### src/rtl/mem2wb_if.sv
// MEM/WB stage bus: MEM-stage instruction fields, the data-memory read
// response, and the forwarding / register-file write outputs.
interface mem2wb_if;
   logic        ex2mem_valid_ffout;
   logic        ex2mem_wr_reg_ffout;
   logic [4:0]  ex2mem_wr_regindex_ffout;
   logic [31:0] ex2mem_wr_wdata_ffout;
   logic        ex2mem_load_ffout;
   logic [2:0]  ex2mem_funct3_ffout;
   logic [1:0]  ex2mem_addr_lo_ffout;
   logic        dmem_rsp_valid;
   logic [31:0] dmem_rsp_rdata;
   logic        mem_stall;
   logic        load_err;
   logic        mem2wb_wr_reg;
   logic [31:0] mem2wb_wr_wdata;
   logic        mem2wb_wr_reg_ffout;
   logic [4:0]  mem2wb_wr_regindex_ffout;
   logic [31:0] mem2wb_wr_wdata_ffout;
   logic        wb2regfile_wr_reg;
   logic [4:0]  wb2regfile_wr_regindex;
   logic [31:0] wb2regfile_wr_wdata;

   // Pipeline / memory side: drives the MEM-stage fields and the response.
   modport master (
      output ex2mem_valid_ffout, ex2mem_wr_reg_ffout, ex2mem_wr_regindex_ffout,
             ex2mem_wr_wdata_ffout, ex2mem_load_ffout, ex2mem_funct3_ffout,
             ex2mem_addr_lo_ffout, dmem_rsp_valid, dmem_rsp_rdata,
      input  mem_stall, load_err, mem2wb_wr_reg, mem2wb_wr_wdata,
             mem2wb_wr_reg_ffout, mem2wb_wr_regindex_ffout, mem2wb_wr_wdata_ffout,
             wb2regfile_wr_reg, wb2regfile_wr_regindex, wb2regfile_wr_wdata
   );

   // The MEM/WB stage itself.
   modport slave (
      input  ex2mem_valid_ffout, ex2mem_wr_reg_ffout, ex2mem_wr_regindex_ffout,
             ex2mem_wr_wdata_ffout, ex2mem_load_ffout, ex2mem_funct3_ffout,
             ex2mem_addr_lo_ffout, dmem_rsp_valid, dmem_rsp_rdata,
      output mem_stall, load_err, mem2wb_wr_reg, mem2wb_wr_wdata,
             mem2wb_wr_reg_ffout, mem2wb_wr_regindex_ffout, mem2wb_wr_wdata_ffout,
             wb2regfile_wr_reg, wb2regfile_wr_regindex, wb2regfile_wr_wdata
   );
endinterface

### src/rtl/mem2wb_stage.sv
// Memory-to-writeback stage: retires the MEM-stage instruction, formats load
// data, stalls the pipe while a load waits on data memory (with a timeout),
// and registers the result into the WB stage / register-file write port.
module mem2wb_stage #(
   parameter int TIMEOUT_CYCLES = 255
) (
   input logic     clk,
   input logic     cpurst,
   mem2wb_if.slave bus
);
   localparam logic [15:0] TIMEOUT_LIM = 16'(TIMEOUT_CYCLES);

   typedef enum logic {ST_IDLE, ST_WAIT} state_t;

   state_t      state_q, state_d;
   logic [15:0] cnt_q, cnt_d;
   logic        stall;
   logic        lerr;
   logic        ld;
   logic        retire;
   logic        wr_reg;
   logic [31:0] fmt_data;
   logic [31:0] wr_wdata;
   logic        wr_reg_q;
   logic [4:0]  regindex_q;
   logic [31:0] wdata_q;
   logic [7:0]  byte_sel;
   logic [15:0] half_sel;

   assign ld = bus.ex2mem_valid_ffout & bus.ex2mem_load_ffout;

   // State register and wait counter; reset abandons any outstanding load.
   always_ff @(posedge clk) begin
      if (cpurst) begin
         state_q <= ST_IDLE;
         cnt_q   <= '0;
      end else begin
         state_q <= state_d;
         cnt_q   <= cnt_d;
      end
   end

   // Next state, stall and timeout error; the response wins over a timeout
   // that lands in the same cycle.
   always_comb begin
      state_d = state_q;
      cnt_d   = cnt_q;
      stall   = 1'b0;
      lerr    = 1'b0;
      case (state_q)
         ST_IDLE: begin
            if (ld && !bus.dmem_rsp_valid) begin
               state_d = ST_WAIT;
               cnt_d   = 16'd1;
               stall   = 1'b1;
            end
         end
         ST_WAIT: begin
            if (bus.dmem_rsp_valid) begin
               state_d = ST_IDLE;
               cnt_d   = '0;
            end else if (cnt_q == TIMEOUT_LIM) begin
               state_d = ST_IDLE;
               cnt_d   = '0;
               lerr    = 1'b1;
            end else begin
               stall = 1'b1;
               cnt_d = cnt_q + 16'd1;
            end
         end
         default: begin
            state_d = ST_IDLE;
            cnt_d   = '0;
         end
      endcase
   end

   // Lane selection and sign/zero extension of the raw read word; a
   // half-word uses only addr_lo[1] since misalignment is trapped upstream.
   always_comb begin
      byte_sel = bus.dmem_rsp_rdata[7:0];
      case (bus.ex2mem_addr_lo_ffout)
         2'd0:    byte_sel = bus.dmem_rsp_rdata[7:0];
         2'd1:    byte_sel = bus.dmem_rsp_rdata[15:8];
         2'd2:    byte_sel = bus.dmem_rsp_rdata[23:16];
         default: byte_sel = bus.dmem_rsp_rdata[31:24];
      endcase
      half_sel = bus.ex2mem_addr_lo_ffout[1] ? bus.dmem_rsp_rdata[31:16]
                                             : bus.dmem_rsp_rdata[15:0];
      case (bus.ex2mem_funct3_ffout)
         3'b000:  fmt_data = {{24{byte_sel[7]}}, byte_sel};
         3'b001:  fmt_data = {{16{half_sel[15]}}, half_sel};
         3'b100:  fmt_data = {24'd0, byte_sel};
         3'b101:  fmt_data = {16'd0, half_sel};
         default: fmt_data = bus.dmem_rsp_rdata;
      endcase
   end

   // Retire/forwarding: never forward while stalled; a timed-out load
   // writes zero.
   always_comb begin
      retire = bus.ex2mem_valid_ffout & ~stall;
      wr_reg = retire & bus.ex2mem_wr_reg_ffout & (bus.ex2mem_wr_regindex_ffout != 5'd0);
      if (!bus.ex2mem_load_ffout) begin
         wr_wdata = bus.ex2mem_wr_wdata_ffout;
      end else if (lerr) begin
         wr_wdata = 32'd0;
      end else begin
         wr_wdata = fmt_data;
      end
   end

   // MEM->WB pipeline register; a stall cycle becomes a bubble in WB.
   always_ff @(posedge clk) begin
      if (cpurst) begin
         wr_reg_q   <= 1'b0;
         regindex_q <= '0;
         wdata_q    <= '0;
      end else begin
         wr_reg_q   <= wr_reg;
         regindex_q <= bus.ex2mem_wr_regindex_ffout;
         wdata_q    <= wr_wdata;
      end
   end

   assign bus.mem_stall                = stall;
   assign bus.load_err                 = lerr;
   assign bus.mem2wb_wr_reg            = wr_reg;
   assign bus.mem2wb_wr_wdata          = wr_wdata;
   assign bus.mem2wb_wr_reg_ffout      = wr_reg_q;
   assign bus.mem2wb_wr_regindex_ffout = regindex_q;
   assign bus.mem2wb_wr_wdata_ffout    = wdata_q;
   assign bus.wb2regfile_wr_reg        = wr_reg_q;
   assign bus.wb2regfile_wr_regindex   = regindex_q;
   assign bus.wb2regfile_wr_wdata      = wdata_q;
endmodule

### src/flat_wrapper.sv
// flat-port wrapper written by rule: the top's interface ports become plain ports
module mem2wb_stage_flat 
#(
   parameter int TIMEOUT_CYCLES = 255
)
  (clk, cpurst, bus_ex2mem_valid_ffout, bus_ex2mem_wr_reg_ffout, bus_ex2mem_wr_regindex_ffout, bus_ex2mem_wr_wdata_ffout, bus_ex2mem_load_ffout, bus_ex2mem_funct3_ffout, bus_ex2mem_addr_lo_ffout, bus_dmem_rsp_valid, bus_dmem_rsp_rdata, bus_mem_stall, bus_load_err, bus_mem2wb_wr_reg, bus_mem2wb_wr_wdata, bus_mem2wb_wr_reg_ffout, bus_mem2wb_wr_regindex_ffout, bus_mem2wb_wr_wdata_ffout, bus_wb2regfile_wr_reg, bus_wb2regfile_wr_regindex, bus_wb2regfile_wr_wdata);
  mem2wb_if bus_i ();
  input logic clk;
  input logic cpurst;
  input wire logic [$bits(bus_i.ex2mem_valid_ffout)-1:0] bus_ex2mem_valid_ffout;
  input wire logic [$bits(bus_i.ex2mem_wr_reg_ffout)-1:0] bus_ex2mem_wr_reg_ffout;
  input wire logic [$bits(bus_i.ex2mem_wr_regindex_ffout)-1:0] bus_ex2mem_wr_regindex_ffout;
  input wire logic [$bits(bus_i.ex2mem_wr_wdata_ffout)-1:0] bus_ex2mem_wr_wdata_ffout;
  input wire logic [$bits(bus_i.ex2mem_load_ffout)-1:0] bus_ex2mem_load_ffout;
  input wire logic [$bits(bus_i.ex2mem_funct3_ffout)-1:0] bus_ex2mem_funct3_ffout;
  input wire logic [$bits(bus_i.ex2mem_addr_lo_ffout)-1:0] bus_ex2mem_addr_lo_ffout;
  input wire logic [$bits(bus_i.dmem_rsp_valid)-1:0] bus_dmem_rsp_valid;
  input wire logic [$bits(bus_i.dmem_rsp_rdata)-1:0] bus_dmem_rsp_rdata;
  output wire logic [$bits(bus_i.mem_stall)-1:0] bus_mem_stall;
  output wire logic [$bits(bus_i.load_err)-1:0] bus_load_err;
  output wire logic [$bits(bus_i.mem2wb_wr_reg)-1:0] bus_mem2wb_wr_reg;
  output wire logic [$bits(bus_i.mem2wb_wr_wdata)-1:0] bus_mem2wb_wr_wdata;
  output wire logic [$bits(bus_i.mem2wb_wr_reg_ffout)-1:0] bus_mem2wb_wr_reg_ffout;
  output wire logic [$bits(bus_i.mem2wb_wr_regindex_ffout)-1:0] bus_mem2wb_wr_regindex_ffout;
  output wire logic [$bits(bus_i.mem2wb_wr_wdata_ffout)-1:0] bus_mem2wb_wr_wdata_ffout;
  output wire logic [$bits(bus_i.wb2regfile_wr_reg)-1:0] bus_wb2regfile_wr_reg;
  output wire logic [$bits(bus_i.wb2regfile_wr_regindex)-1:0] bus_wb2regfile_wr_regindex;
  output wire logic [$bits(bus_i.wb2regfile_wr_wdata)-1:0] bus_wb2regfile_wr_wdata;
  assign bus_i.ex2mem_valid_ffout = bus_ex2mem_valid_ffout;
  assign bus_i.ex2mem_wr_reg_ffout = bus_ex2mem_wr_reg_ffout;
  assign bus_i.ex2mem_wr_regindex_ffout = bus_ex2mem_wr_regindex_ffout;
  assign bus_i.ex2mem_wr_wdata_ffout = bus_ex2mem_wr_wdata_ffout;
  assign bus_i.ex2mem_load_ffout = bus_ex2mem_load_ffout;
  assign bus_i.ex2mem_funct3_ffout = bus_ex2mem_funct3_ffout;
  assign bus_i.ex2mem_addr_lo_ffout = bus_ex2mem_addr_lo_ffout;
  assign bus_i.dmem_rsp_valid = bus_dmem_rsp_valid;
  assign bus_i.dmem_rsp_rdata = bus_dmem_rsp_rdata;
  assign bus_mem_stall = bus_i.mem_stall;
  assign bus_load_err = bus_i.load_err;
  assign bus_mem2wb_wr_reg = bus_i.mem2wb_wr_reg;
  assign bus_mem2wb_wr_wdata = bus_i.mem2wb_wr_wdata;
  assign bus_mem2wb_wr_reg_ffout = bus_i.mem2wb_wr_reg_ffout;
  assign bus_mem2wb_wr_regindex_ffout = bus_i.mem2wb_wr_regindex_ffout;
  assign bus_mem2wb_wr_wdata_ffout = bus_i.mem2wb_wr_wdata_ffout;
  assign bus_wb2regfile_wr_reg = bus_i.wb2regfile_wr_reg;
  assign bus_wb2regfile_wr_regindex = bus_i.wb2regfile_wr_regindex;
  assign bus_wb2regfile_wr_wdata = bus_i.wb2regfile_wr_wdata;
  mem2wb_stage #(.TIMEOUT_CYCLES(TIMEOUT_CYCLES)) u_core (.clk(clk), .cpurst(cpurst), .bus(bus_i));
endmodule
### config.mk
export PLATFORM = sky130hd
export DESIGN_NAME = mem2wb_stage_flat
export DESIGN_NICKNAME = d
export VERILOG_FILES = /design/src/rtl/mem2wb_if.sv /design/src/rtl/mem2wb_stage.sv /design/src/flat_wrapper.sv
export SDC_FILE = /design/constraint.sdc
export NUM_CORES = 1
export LEC_CHECK = 0
export CORE_AREA = 2 2 93 95
export CTS_BUF_LIST = sky130_fd_sc_hd__clkbuf_8
export CTS_CLUSTER_DIAMETER = 30
export DETAILED_ROUTE_END_ITERATION = 7
export DIE_AREA = 0 0 95 97
export HOLD_SLACK_MARGIN = 0.03
export MAX_ROUTING_LAYER = met4
export PLACE_DENSITY = 0.87
export SLEW_MARGIN = 10
export SYNTH_ARGS = -nofsm -noshare
export SYNTH_HDL_FRONTEND = slang
export SYNTH_SLANG_ARGS = --single-unit
### constraint.sdc
create_clock -name clk -period 7.59 [get_ports clk]
set_input_delay 2.277 -clock clk [delete_from_list [all_inputs] [get_ports clk]]
set_output_delay 2.277 -clock clk [all_outputs]
set_load 0.02 [all_outputs]
== Yosys cells after proc, flatten, opt, wreduce, memory -nomap -nowiden ==
Cells that the tools add are included.

* Multiplexer cells: 16
* Eq/ne operators: 7
* Add/subtract/negate cells: 1
* Bitwise logic cells: 6
* Reduce and logical (&&, ||, !) cells: 5

{| class="wikitable"
|+ Operator list
! operator !! count
|-
| $pmux 32 s4 || 1
|-
| $mux 16 || 4
|-
| $mux 32 || 2
|-
| $pmux 16 s2 || 1
|-
| $pmux 8 s3 || 1
|-
| $add 16x1->16 const B || 1
|-
| $eq 16x8->1 const B || 1
|-
| $eq 3x3->1 const B || 2
|-
| $mux 1 || 6
|-
| $reduce_bool 5->1 || 1
|-
| $and 1x1->1 || 4
|-
| $eq 3x1->1 const B || 1
|-
| $logic_not 3->1 || 1
|-
| $eq 2x1->1 const B || 1
|-
| $eq 2x2->1 const B || 1
|-
| $logic_not 2->1 || 1
|-
| $ne 2x1->1 const B || 1
|-
| $not 1->1 || 2
|-
| $pmux 1 s2 || 1
|-
| $logic_and 1x1->1 || 1
|-
| $logic_not 1->1 || 1
|}

* Register bits after elaboration: 55
* Output and inout bits: 111
* Input bits: 80

== Longest topological paths before layout ==
Gate-level depths: netlist (run 1).

* Depth after elaboration: 8
* Depth in mapped cells: 8

== Least setup slack after synthesis (run 1) ==
OpenSTA, ideal clock, no wires.

* Path kind: input port to output port
* Start point: input bus_ex2mem_funct3_ffout[0]
* End point: output bus_mem2wb_wr_wdata[20]
* Stages: 6
* Arrival: 3.612 ns
* Slack: 1.701 ns
* Cells stage by stage: or4b_1 o221ai_1 a221oi_4 nor2_4 buf_6 a31o_1

* Longest elaborated chain between the ends: 4
* Elaborated cells on any way between the ends: 7
* Classes of those cells: 3 x eq/ne; 3 x mux; 1 x reduce/logical

{| class="wikitable"
|+ RTL lines
! item !! line !! text
|-
| start: declaration || flat_wrapper.sv:15 || <nowiki>input wire logic [$bits(bus_i.ex2mem_funct3_ffout)-1:0] bus_ex2mem_funct3_ffout;</nowiki>
|-
| $eq 3x3->1 (tied with other cells) || mem2wb_stage.sv:90 || <nowiki>case (bus.ex2mem_funct3_ffout)</nowiki>
|-
| $pmux 32 s4 * || mem2wb_stage.sv:90 ||
|-
| $mux 32 * || mem2wb_stage.sv:106 || <nowiki>end else if (lerr) begin</nowiki>
|-
| $mux 32 * || mem2wb_stage.sv:104 || <nowiki>if (!bus.ex2mem_load_ffout) begin</nowiki>
|-
| end: declaration || flat_wrapper.sv:22 || <nowiki>output wire logic [$bits(bus_i.mem2wb_wr_wdata)-1:0] bus_mem2wb_wr_wdata;</nowiki>
|}

Mark *: on every way between the ends. The rest lies on a longest branch, timed or not.

== Final worst setup path (run 1) ==
* Start point: input bus_ex2mem_addr_lo_ffout[1]
* End point: output bus_mem2wb_wr_wdata[3]

* Longest elaborated chain between the ends: 5
* Elaborated cells on any way between the ends: 8
* Classes of those cells: 2 x eq/ne; 5 x mux; 1 x reduce/logical

{| class="wikitable"
|+ RTL lines
! item !! line !! text
|-
| start: declaration || flat_wrapper.sv:16 || <nowiki>input wire logic [$bits(bus_i.ex2mem_addr_lo_ffout)-1:0] bus_ex2mem_addr_lo_ffout;</nowiki>
|-
| $eq 2x2->1 (tied with other cells) || mem2wb_stage.sv:82 || <nowiki>case (bus.ex2mem_addr_lo_ffout)</nowiki>
|-
| $pmux 8 s3 || mem2wb_stage.sv:82 ||
|-
| $pmux 32 s4 * || mem2wb_stage.sv:90 ||
|-
| $mux 32 * || mem2wb_stage.sv:106 ||
|-
| $mux 32 * || mem2wb_stage.sv:104 ||
|}

Marked as above.

==> results of run 1 <==
routing by layer:
| metal | vias to the layer above | global-route usage, % |
|---|---|---|
| li1 | 1822 | - |
| met1 | 1814 | 31.1 |
| met2 | 191 | 44.7 |
| met3 | 23 | 5.37 |
| met4 | 0 | 7.69 |
| met5 | - | - |
critical path, stage by stage:
cell,delay (ps)
clkdlybuf4s50_1,530
buf_4,260
inv_1,110
nor3_2,480
a222oi_1,270
a21o_1,240
nor2_1,90
clkdlybuf4s50_1,630
state kept, by name (all words and copies together) (netlist names):
name / cells
u_core.state_q: 1
u_core.bus.mem2wb_wr_regindex_ffout: 5
u_core.bus.mem2wb_wr_reg_ffout: 1
u_core.bus.mem2wb_wr_wdata_ffout: 32
u_core.cnt_q: 16
through the flow:
step           total power [mW]  cell area, um^2  utilization [%]  worst slack (ps)
3_5_place_dp              0.619             5200             63.9               491
4_1_cts                   0.824             5320             65.4               488
2_1_floorplan             0.482             3510                -              1700
5_1_grt                   0.857             5320             65.4               327
3_3_place_gp              0.614             5200             63.9               559
6_report                  0.821             5320             65.4               423
power by group:
part	switching [mW]	internal [mW]
sequential	0.00914	0.304
combinational	0.148	0.152
clock	0.101	0.107
cell type report:
class                      instances  area [um^2]
multi-input combinational        307         1980
tap                              105          131
clock inverter                     2         35.0
inverter                           8         31.3
clock buffer                       6         82.6
fill                             672         2820
timing repair buffer             198         1960
sequential                        55         1100
cells by family (layout without fill, tap and decap cells):
kind of cell	count (synthesis)	after routing	synth area share, %
xor+xnor	3	3	0.748
mux	4	4	1.14
simple gates	190	190	29.8
compound gates	109	109	24.3
fa+ha+maj	1	1	0.356
flops	55	55	31.3
buf+inv	73	214	12.3
final timing paths:
path / from / endpoint / slack (ps)
setup reg to reg: u_core.cnt_q[0] / u_core.bus.mem2wb_wr_wdata_ffout[12] / 5440
hold reg to reg: u_core.cnt_q[15] / u_core.cnt_q[15] / 500
setup / recovery: bus_ex2mem_addr_lo_ffout[1] / bus_mem2wb_wr_wdata[3] / 420
hold / removal: u_core.cnt_q[15] / u_core.cnt_q[15] / 500
cell usage in the layout (no fill, tap or decap), drive strengths merged, types with 8 or more instances in the layout:
cell and n:
nor2b 32, o2bb2ai 17, nand4 8, buf 9, a31o 16, a21oi 15, dfxtp 55, o21ai 8
nor4 8, o211a 8, nor3 18, nand3 24, nand2 20, nand2b 19, nor2 42, a21o 16
clkdlybuf4s50 189
==> summary.md, run 1 <==
| Metric | Value |
|---|---|
| Run status | `finished clean` |
| Period utilization | `94.4%` |
| Rel. slew slack | `23.4%` |
| Setup CP Type | `input pin to output pin` |
| Largest net degree at the start of global routing | `33` |
| Most instantiated cells after synthesis | `dfxtp_1, buf_4, nor2_1` |
| Syn-to-layout area delta | `51.4%` |
| Register bit total from synthesis | `55` |
| DR top layer | `met4` |
| CP endpoint kind | `output pin` |
| Drt pass-1 iters | `5` |
| Port bufs | `190` |
| Syn_nets | `516` |
| Clock buffer depth | `2` |
| Met2 WL | `5.98 mm` |
| Initial Util | `43.2%` |
| Tot GR Track Use | `26.3%` |
| H-tree levels | `2` |
| Clock Latency Late Sink | `320 ps` |
| Count leader, synth | `dfxtp_1` |
| # diodes | `0` |
| Post-Syn Area | `0.00351 mm^2` |
| Hold buffers post-CTS | `0` |
| R2R depth | `7` |
| Die X-Extent | `95 um` |
| CTS buffer count | `5` |
| Share of the synthesized area in the top cell type | `31.3%` |
| DRC | `0` |
| Initial antenna violation count | `0` |
| # setup viols final | `0` |
| First-pass GRT wire length | `18.7 mm` |
| PostCTS Resize Cnt | `0` |
| Post-Syn Area per Cell | `8.08 um^2` |
| CTS tree | `done` |
| Root buffer cell | `clkbuf_8` |
| Avg WL per Cell | `17.6 um` |
| Met3 WL | `1.04 mm` |
| Most area-consuming cells after synthesis | `dfxtp_1, buf_4, nor2b_1, o2bb2ai_1, nor2_1` |
| Final #Nets | `656` |
| WP data arrival | `4890 ps` |
| Slew at the pin with the worst max-slew slack | `1140 ps` |
| Ys async rst share | `0%` |
| Synth Flop Type | `dfxtp_1` |
| Final Max Slew Viols | `0` |
| Number of synthesized flops with an enable pin | `0` |
| CORE AREA | `0.00813 mm^2` |
| Worst hold path cell count | `2` |
| RSZ-0062 raised after global routing | `false` |
| Post-route ant nets | `0` |
| DRT Wirelength | `12.0 mm` |
| Post-synthesis cell count | `435` |
| GPL Wtd Cong | `0.827` |
| Number of clock sinks | `55` |
| Final non-filler cell total | `681` |
| DRT iter0 DRCs | `276` |
| DP Wirelength | `9.36 mm` |
| Layout cells sized above 1 | `6.08%` |
| Max_cap viols | `0` |
| Maximum VDD drop | `125 uV` |
| Grt ovf | `0` |
| F_max | `0.140 GHz` |
| Vias per cell | `5.65` |
| # rows | `33` |
| Die Y | `97 um` |
| Final count of hold timing violations | `0` |
| CP required | `5310 ps` |
| Sequential area share after synthesis | `31.3%` |
| Worst clock skew | `6.99 ps` |
| Num ports | `191` |
| Total placed cells including tap cells | `673` |
| Die Area | `0.00922 mm^2` |
| Hold WS | `495 ps` |
| Hold Crit Class | `register to register` |
| Clock Pin Slew Worst Setup and Hold Paths | `100 ps` |
| Distinct cells, synth | `56` |
| Tmin final | `7170 ps` |
| Startpoint Class | `input pin` |
| Crit Path Max Fanout | `22` |
| Vias post-DR | `3850` |
| P per Cell Area | `154 mW/mm^2` |
| WL met1 | `4.67 mm` |
| Post-synth top area cell | `dfxtp_1` |
| Pleak | `2.04 nW` |
| Setup_tns | `0 ps` |
| Vias in the first global route | `3732` |
| Syn. warnings | `0` |
| Post-CTS Setup Inserts | `0` |
(Power assumes the default switching activity.)
==> run 2, diff against run 1 <==
--- a/config.mk
+++ b/config.mk
@@ -5,14 +5,15 @@
 export SDC_FILE = /design/constraint.sdc
 export NUM_CORES = 1
 export LEC_CHECK = 0
-export CORE_AREA = 2 2 93 95
+export CORE_AREA = 2 2 74 76
 export CTS_BUF_LIST = sky130_fd_sc_hd__clkbuf_8
 export CTS_CLUSTER_DIAMETER = 30
 export DETAILED_ROUTE_END_ITERATION = 7
-export DIE_AREA = 0 0 95 97
+export DIE_AREA = 0 0 76 78
+export DONT_BUFFER_PORTS = 1
 export HOLD_SLACK_MARGIN = 0.03
 export MAX_ROUTING_LAYER = met4
-export PLACE_DENSITY = 0.87
+export PLACE_DENSITY = 0.85
 export SLEW_MARGIN = 10
 export SYNTH_ARGS = -nofsm -noshare
 export SYNTH_HDL_FRONTEND = slang
==> run 2 against run 1 <==
Against the previous run: flip-flop and latch count is the same; register-to-register slack lost 560 ps; final area shrank 38%; die area shrank 36%; clock power shrank 15%; global-route usage grew 5.4 points.
==> summary.md, run 2 (synthesized netlist as in run 1, its figures left out) <==
| Metric | Value |
|---|---|
| Total placed cells including tap cells | `441 (-34%)` |
| Critical-path cell list | `nor2b_1, nand3_4, nor2_2, nor3_1` |
| Drt pass-1 iters | `5 (unchanged)` |
| Final non-filler cell total | `449 (-34%)` |
| Most common cell after layout, fill and taps aside | `dfxtp_1` |
| Slew at the pin with the worst max-slew slack | `1010 ps (-137 ps)` |
| Top delay family on crit path | `simple AND/OR/NAND/NOR gates` |
| Period utilization | `82.6% (-12 points)` |
| Max_cap viols | `0 (unchanged)` |
| Port bufs | `0 (-100%)` |
| Fill cells | `444 (-34%)` |
| R2R depth | `7 (unchanged)` |
| Final #Nets | `459 (-30%)` |
| F_max | `0.159 GHz (+14%)` |
| Num ports | `191 (unchanged)` |
| Share of power burned in registers | `55.1% (+17 points)` |
| Tmin final | `6270 ps (-896 ps)` |
| Crit Path Max Fanout | `29 (+32%)` |
| Combinational share of power | `17.3% (-19 points)` |
| Hold Crit Class | `register to register` |
| PostCTS Resize Cnt | `0 (unchanged)` |
| Worst R2R Setup Slack | `4880 ps (-560 ps)` |
| DRT Wirelength | `9.59 mm (-20%)` |
| Clock Latency Late Sink | `310 ps (about the same)` |
| # rows | `26 (-21%)` |
| Internal power | `419 uW (-26%)` |
| Worst Setup SP | `bus_dmem_rsp_valid` |
| # setup viols final | `0 (unchanged)` |
| Die Y | `78 um (-20%)` |
| H-tree levels | `2 (unchanged)` |
| CP max stage cell | `nor2_2` |
| DRC | `0 (unchanged)` |
| Clock buffer depth | `2 (unchanged)` |
| Vias in the first global route | `2923 (-22%)` |
| Setup CP Type | `input pin to output pin` |
| CTS tree | `done` |
| Largest net degree at the start of global routing | `60 (+82%)` |
| DRT iter0 DRCs | `327 (+18%)` |
| Final Max Slew Viols | `0 (unchanged)` |
| Avg WL per Cell | `21.4 um (+22%)` |
| GPL Wtd Cong | `0.907 (+9.7%)` |
| Most frequent cells in the layout | `dfxtp_1, nor2_1, nor2b_1` |
| CP required | `5310 ps (about the same)` |
| CP endpoint kind | `output pin` |
| DP Wirelength | `7.08 mm (-24%)` |
| Worst clock skew | `6.41 ps (-0.582 ps)` |
| Worst r2r src | `u_core.cnt_q[0]` |
| Post-CTS Setup Inserts | `0 (unchanged)` |
| Initial Util | `69.7% (+26 points)` |
| CTS buffer count | `5 (unchanged)` |
| RSZ-0062 raised after global routing | `false` |
| Longest individual stage delay on the worst path | `840 ps (+210 ps)` |
| Root buffer cell | `clkbuf_8` |
| WP data arrival | `3990 ps (-900 ps)` |
| CP endpoint | `bus_mem2wb_wr_wdata[14]` |
| Instance count on the critical path | `4 (-4)` |
| Max reg flops | `32 (unchanged)` |
| Initial antenna violation count | `0 (unchanged)` |
| Tot GR Track Use | `31.7% (+5.4 points)` |
| Maximum VDD drop | `162 uV (+30%)` |
| Run status | `finished clean` |
| Hold buffers post-CTS | `0 (unchanged)` |
| WP buf/inv | `0 (-4)` |
| Startpoint Class | `input pin` |
| Number of clock sinks | `55 (unchanged)` |
| Fin util | `65.6% (+0.19 points)` |
| RR Endpoint | `u_core.bus.mem2wb_wr_wdata_ffout[15]` |
| Syn-to-layout area delta | `-5.88%` |
| Setup_tns | `0 ps (unchanged)` |
| Die Area | `0.00593 mm^2 (-36%)` |
| Layout cells sized above 1 | `7.12% (+1.0 points)` |
| Switch Pwr | `222 uW (-14%)` |
| First-pass GRT wire length | `14.7 mm (-21%)` |
| Pleak | `1.27 nW (-38%)` |
| Grt ovf | `0 (unchanged)` |
| # diodes | `0 (unchanged)` |
| Switch share | `34.7% (+3.3 points)` |
| Clock Pin Slew Worst Setup and Hold Paths | `100 ps (about the same)` |
| Final count of hold timing violations | `0 (unchanged)` |
| Vias post-DR | `3123 (-19%)` |
| CORE AREA | `0.00504 mm^2 (-38%)` |
| Rel. slew slack | `32.8% (+9.3 points)` |
| Vias per cell | `6.96 (+23%)` |
| Die X-Extent | `76 um (-20%)` |
| P per Cell Area | `194 mW/mm^2 (+26%)` |
| Post-route ant nets | `0 (unchanged)` |
| Clk pwr share | `27.6% (+2.3 points)` |
run 2: cell types whose count changed in the layout (fill, tap and decap cells not counted):
| cell | delta |
|---|---|
| buf_2 | -1 |
| bufinv_16 | -1 |
| clkdlybuf4s50_1 | -189 |
| clkinvlp_4 | +1 |
| clkinv_2 | -1 |
| buf_4 | -7 |
| clkinv_4 | +1 |
run 2: worst min path at each step:
stage,to,depth (start not counted),from,slack [ps]
final,u_core.cnt_q[15],2,u_core.cnt_q[15],500
after global routing,u_core.cnt_q[15],2,u_core.cnt_q[15],530
after CTS,u_core.cnt_q[15],2,u_core.cnt_q[15],500
after detailed placement,u_core.cnt_q[15],2,u_core.cnt_q[15],480
after global placement,u_core.cnt_q[15],2,u_core.cnt_q[15],470
after floorplan,u_core.cnt_q[15],2,u_core.cnt_q[15],460
run 2: layout make-up:
| type | count | area, um^2 | area share, % |
|---|---|---|---|
| clock buffer | 6 | 82.6 | 2.50 |
| inverter | 8 | 31.3 | 0.946 |
| sequential | 55 | 1100 | 33.3 |
| tap | 70 | 87.6 | 2.65 |
| multi-input combinational | 307 | 1980 | 59.9 |
| clock inverter | 2 | 16.3 | 0.492 |
| timing repair buffer | 1 | 7.51 | 0.227 |
run 2: tightest hold or removal path: cells and delay by family (launching register included):
kind             cells  cell delay (ps)
AND/OR/NAND/NOR      1               60
flip-flops           1              350
AO/OA/AOI/OAI        1               50
run 2: stage by stage:
stage               hold slack, ps  total power [mW]  instance area [um^2]  worst slack [ps]
floorplan                      463             0.482                  3510              1700
global placement               472             0.468                  3210              1400
detailed placement             483             0.470                  3210              1340
CTS                            497             0.642                  3310              1330
global route                   528             0.663                  3310              1120
finish                         497             0.642                  3310              1320
run 2: power by group through the flow:
stage | Sequential (mW) | Clock, mW | Combinational [mW]
after CTS | 0.354 | 0.178 | 0.110
after detailed placement | 0.360 | 0 | 0.110
after floorplan | 0.337 | 0 | 0.144
after global placement | 0.360 | 0 | 0.107
final | 0.353 | 0.177 | 0.111
after global routing | 0.355 | 0.187 | 0.120
run 2: metal layers:
metal  vias to the layer above  wire length (um)  GRT usage [%]
met3                        25               893           8.95
met5                         -                 0              -
li1                       1436                 -              -
met4                         0               274           15.5
met2                       192              4760           52.3
met1                      1470              3660           35.7
==> run 3, diff against run 2 <==
--- a/config.mk
+++ b/config.mk
@@ -5,15 +5,15 @@
 export SDC_FILE = /design/constraint.sdc
 export NUM_CORES = 1
 export LEC_CHECK = 0
-export CORE_AREA = 2 2 74 76
+export CORE_AREA = 2 2 76 78
 export CTS_BUF_LIST = sky130_fd_sc_hd__clkbuf_8
 export CTS_CLUSTER_DIAMETER = 30
 export DETAILED_ROUTE_END_ITERATION = 7
-export DIE_AREA = 0 0 76 78
+export DIE_AREA = 0 0 78 80
 export DONT_BUFFER_PORTS = 1
 export HOLD_SLACK_MARGIN = 0.03
 export MAX_ROUTING_LAYER = met4
-export PLACE_DENSITY = 0.85
+export PLACE_DENSITY = 0.81
 export SLEW_MARGIN = 10
 export SYNTH_ARGS = -nofsm -noshare
 export SYNTH_HDL_FRONTEND = slang
==> constraint.sdc (replaced) <==
create_clock -name clk -period 5.8 [get_ports clk]
set_input_delay 1.74 -clock clk [delete_from_list [all_inputs] [get_ports clk]]
set_output_delay 1.74 -clock clk [all_outputs]
set_load 0.02 [all_outputs]
==> run 3 against run 2 <==
Against the previous run: via count fell by 1.5%; critical path depth up 1; sequential share of layout area fell by 0.088 points; cell count increased by 0.89%; register-to-register slack worse by 1300 ps; critical path type unchanged; highest routed layer unchanged; final area grew 0.26%; clock power up 20%; clock skew is 2.6 ps higher; global-route usage decreased by 0.88 points; non-clock buffer count is 2 higher; total power increased by 28%; hold slack better by 14 ps.
==> summary.md, run 3 (synthesized netlist as in run 1, its figures left out) <==
| Metric | Value |
|---|---|
| Period utilization | `85.7%` |
| Post-route ant nets | `0 (unchanged)` |
| Final Max Slew Viols | `0 (unchanged)` |
| Pwr Total | `822 uW (+28%)` |
| CP endpoint kind | `output pin` |
| P per Cell Area | `248 mW/mm^2 (+28%)` |
| Largest net degree at the start of global routing | `60 (unchanged)` |
| Number of clock sinks | `55 (unchanged)` |
| DP Wirelength | `7.06 mm (-0.25%)` |
| Setup_tns | `0 ps (unchanged)` |
| Critical-path cell list | `or4b_1, o221ai_1, a221oi_4, nor2_4, a31o_1` |
| Tot GR Track Use | `30.8% (-0.88 points)` |
| Crit Path Max Fanout | `16 (-45%)` |
| Max reg flops | `32 (unchanged)` |
| First-pass GRT wire length | `14.6 mm (-0.52%)` |
| Tmin final | `4970 ps` |
| Pleak | `1.28 nW (+0.91%)` |
| Post-CTS Setup Inserts | `0 (unchanged)` |
| Maximum VDD drop | `201 uV (+24%)` |
| Final non-filler cell total | `453 (+0.89%)` |
| Fill cells | `493 (+11%)` |
| Setup CP Type | `input pin to output pin` |
| CP max stage cell | `or4b_1` |
| Final #Nets | `461 (+0.44%)` |
| CTS tree | `done` |
| Layout cells sized above 1 | `7.35% (+0.23 points)` |
| Worst setup timing slack at the placement stage | `808 ps (-529 ps)` |
| Total placed cells including tap cells | `445 (+0.91%)` |
| Hold Crit Class | `register to register` |
| Startpoint Class | `input pin` |
| Max_cap viols | `0 (unchanged)` |
| GPL Wtd Cong | `0.953 (+5.0%)` |
| H-tree levels | `2 (unchanged)` |
| CP required | `4060 ps (-1250 ps)` |
| Die Area | `0.00624 mm^2 (+5.3%)` |
| Worst setup margin | `830 ps (-490 ps)` |
| Grt ovf | `0 (unchanged)` |
| Slew at the pin with the worst max-slew slack | `1100 ps (+93.8 ps)` |
| Rel. slew slack | `26.3% (-6.5 points)` |
| Initial antenna violation count | `0 (unchanged)` |
| Most frequent cells in the layout | `dfxtp_1, nor2_1, nor2b_1` |
| Syn-to-layout area delta | `-5.63%` |
| Die Y | `80 um (+2.6%)` |
| Run status | `finished clean` |
| # setup viols final | `0 (unchanged)` |
| CTS buffer count | `5 (unchanged)` |
| Design Area, Final | `0.00332 mm^2 (+0.26%)` |
| Initial Util | `65.0% (-4.7 points)` |
| PostCTS Resize Cnt | `0 (unchanged)` |
| DRT iter0 DRCs | `247 (-24%)` |
| Clock Latency Late Sink | `310 ps (about the same)` |
| Drt pass-1 iters | `7 (+2)` |
| Vias post-DR | `3075 (-1.5%)` |
| Register area | `0.00110 mm^2 (unchanged)` |
| Worst clock skew | `9.01 ps (+2.60 ps)` |
| DRC | `0 (unchanged)` |
| Final count of hold timing violations | `0 (unchanged)` |
| Vias per cell | `6.79 (-2.4%)` |
| Hold buffers post-CTS | `0 (unchanged)` |
| Vias in the first global route | `2781 (-4.9%)` |
| # rows | `27 (+3.8%)` |
| Die X-Extent | `78 um (+2.6%)` |
| Clock buffer depth | `2 (unchanged)` |
| Fin util | `61.3% (-4.2 points)` |
| Most common cell after layout, fill and taps aside | `dfxtp_1` |
| CORE AREA | `0.00541 mm^2 (+7.2%)` |
| Port bufs | `0 (unchanged)` |
| # diodes | `0 (unchanged)` |
| RSZ-0062 raised after global routing | `false` |
| Root buffer cell | `clkbuf_8` |
| Placed cell areas | `0.00323 mm^2 (+0.55%)` |
| Avg WL per Cell | `21.3 um (-0.12%)` |
| WP data arrival | `3230 ps (-760 ps)` |
| Multi-input combinational cell area | `0.00198 mm^2 (unchanged)` |
| Longest individual stage delay on the worst path | `520 ps (-320 ps)` |
| Hold WS | `511 ps (+14.1 ps)` |
| DRT Wirelength | `9.67 mm (+0.77%)` |
| Num ports | `191 (unchanged)` |
| F_max | `0.201 GHz` |
| Clock Pin Slew Worst Setup and Hold Paths | `100 ps (about the same)` |
-- run 3: cell types whose count changed in the layout (fill, tap and decap cells not counted), sizes merged --
cell / previous run / this run
clkinv: 4 / 5
clkinvlp: 1 / 0
inv: 5 / 6
buf: 1 / 3
clkbuf: 6 / 5
-- run 3: critical path: cells and delay by family --
family / cells / cell delay, ps
simple gates: 2 / 860
compound gates: 3 / 620
-- run 3: area by class of cell --
type,count,area share [%]
multi-input combinational,307,59.7
sequential,55,33.2
tap,72,2.72
clock buffer,5,2.08
inverter,8,0.943
timing repair buffer,3,0.679
clock inverter,3,0.642
-- run 3: worst paths after layout --
check | end | slack (ps) | cells after the start | startpoint
worst max-delay path | bus_mem2wb_wr_wdata[27] | 830 | 5 | bus_ex2mem_funct3_ffout[0]
worst max register to register | u_core.bus.mem2wb_wr_wdata_ffout[8] | 3580 | 7 | u_core.cnt_q[0]
worst min-delay path | u_core.cnt_q[15] | 510 | 2 | u_core.cnt_q[15]
worst min register to register | u_core.cnt_q[15] | 510 | 2 | u_core.cnt_q[15]
-- run 3: power breakdown --
part           internal [mW]  switching, mW  leakage, nW
logic                 0.0539         0.0917        0.778
registers              0.398         0.0658        0.454
clock network         0.0854          0.127       0.0495
total                  0.538          0.285         1.28
-- run 3: layer usage --
| metal | routed length, um | vias up | global-route usage, % |
|---|---|---|---|
| met4 | 168 | 0 | 8.77 |
| li1 | - | 1436 | - |
| met5 | 0 | - | - |
| met3 | 952 | 21 | 6.33 |
| met1 | 3940 | 1400 | 38.3 |
| met2 | 4600 | 218 | 51.2 |
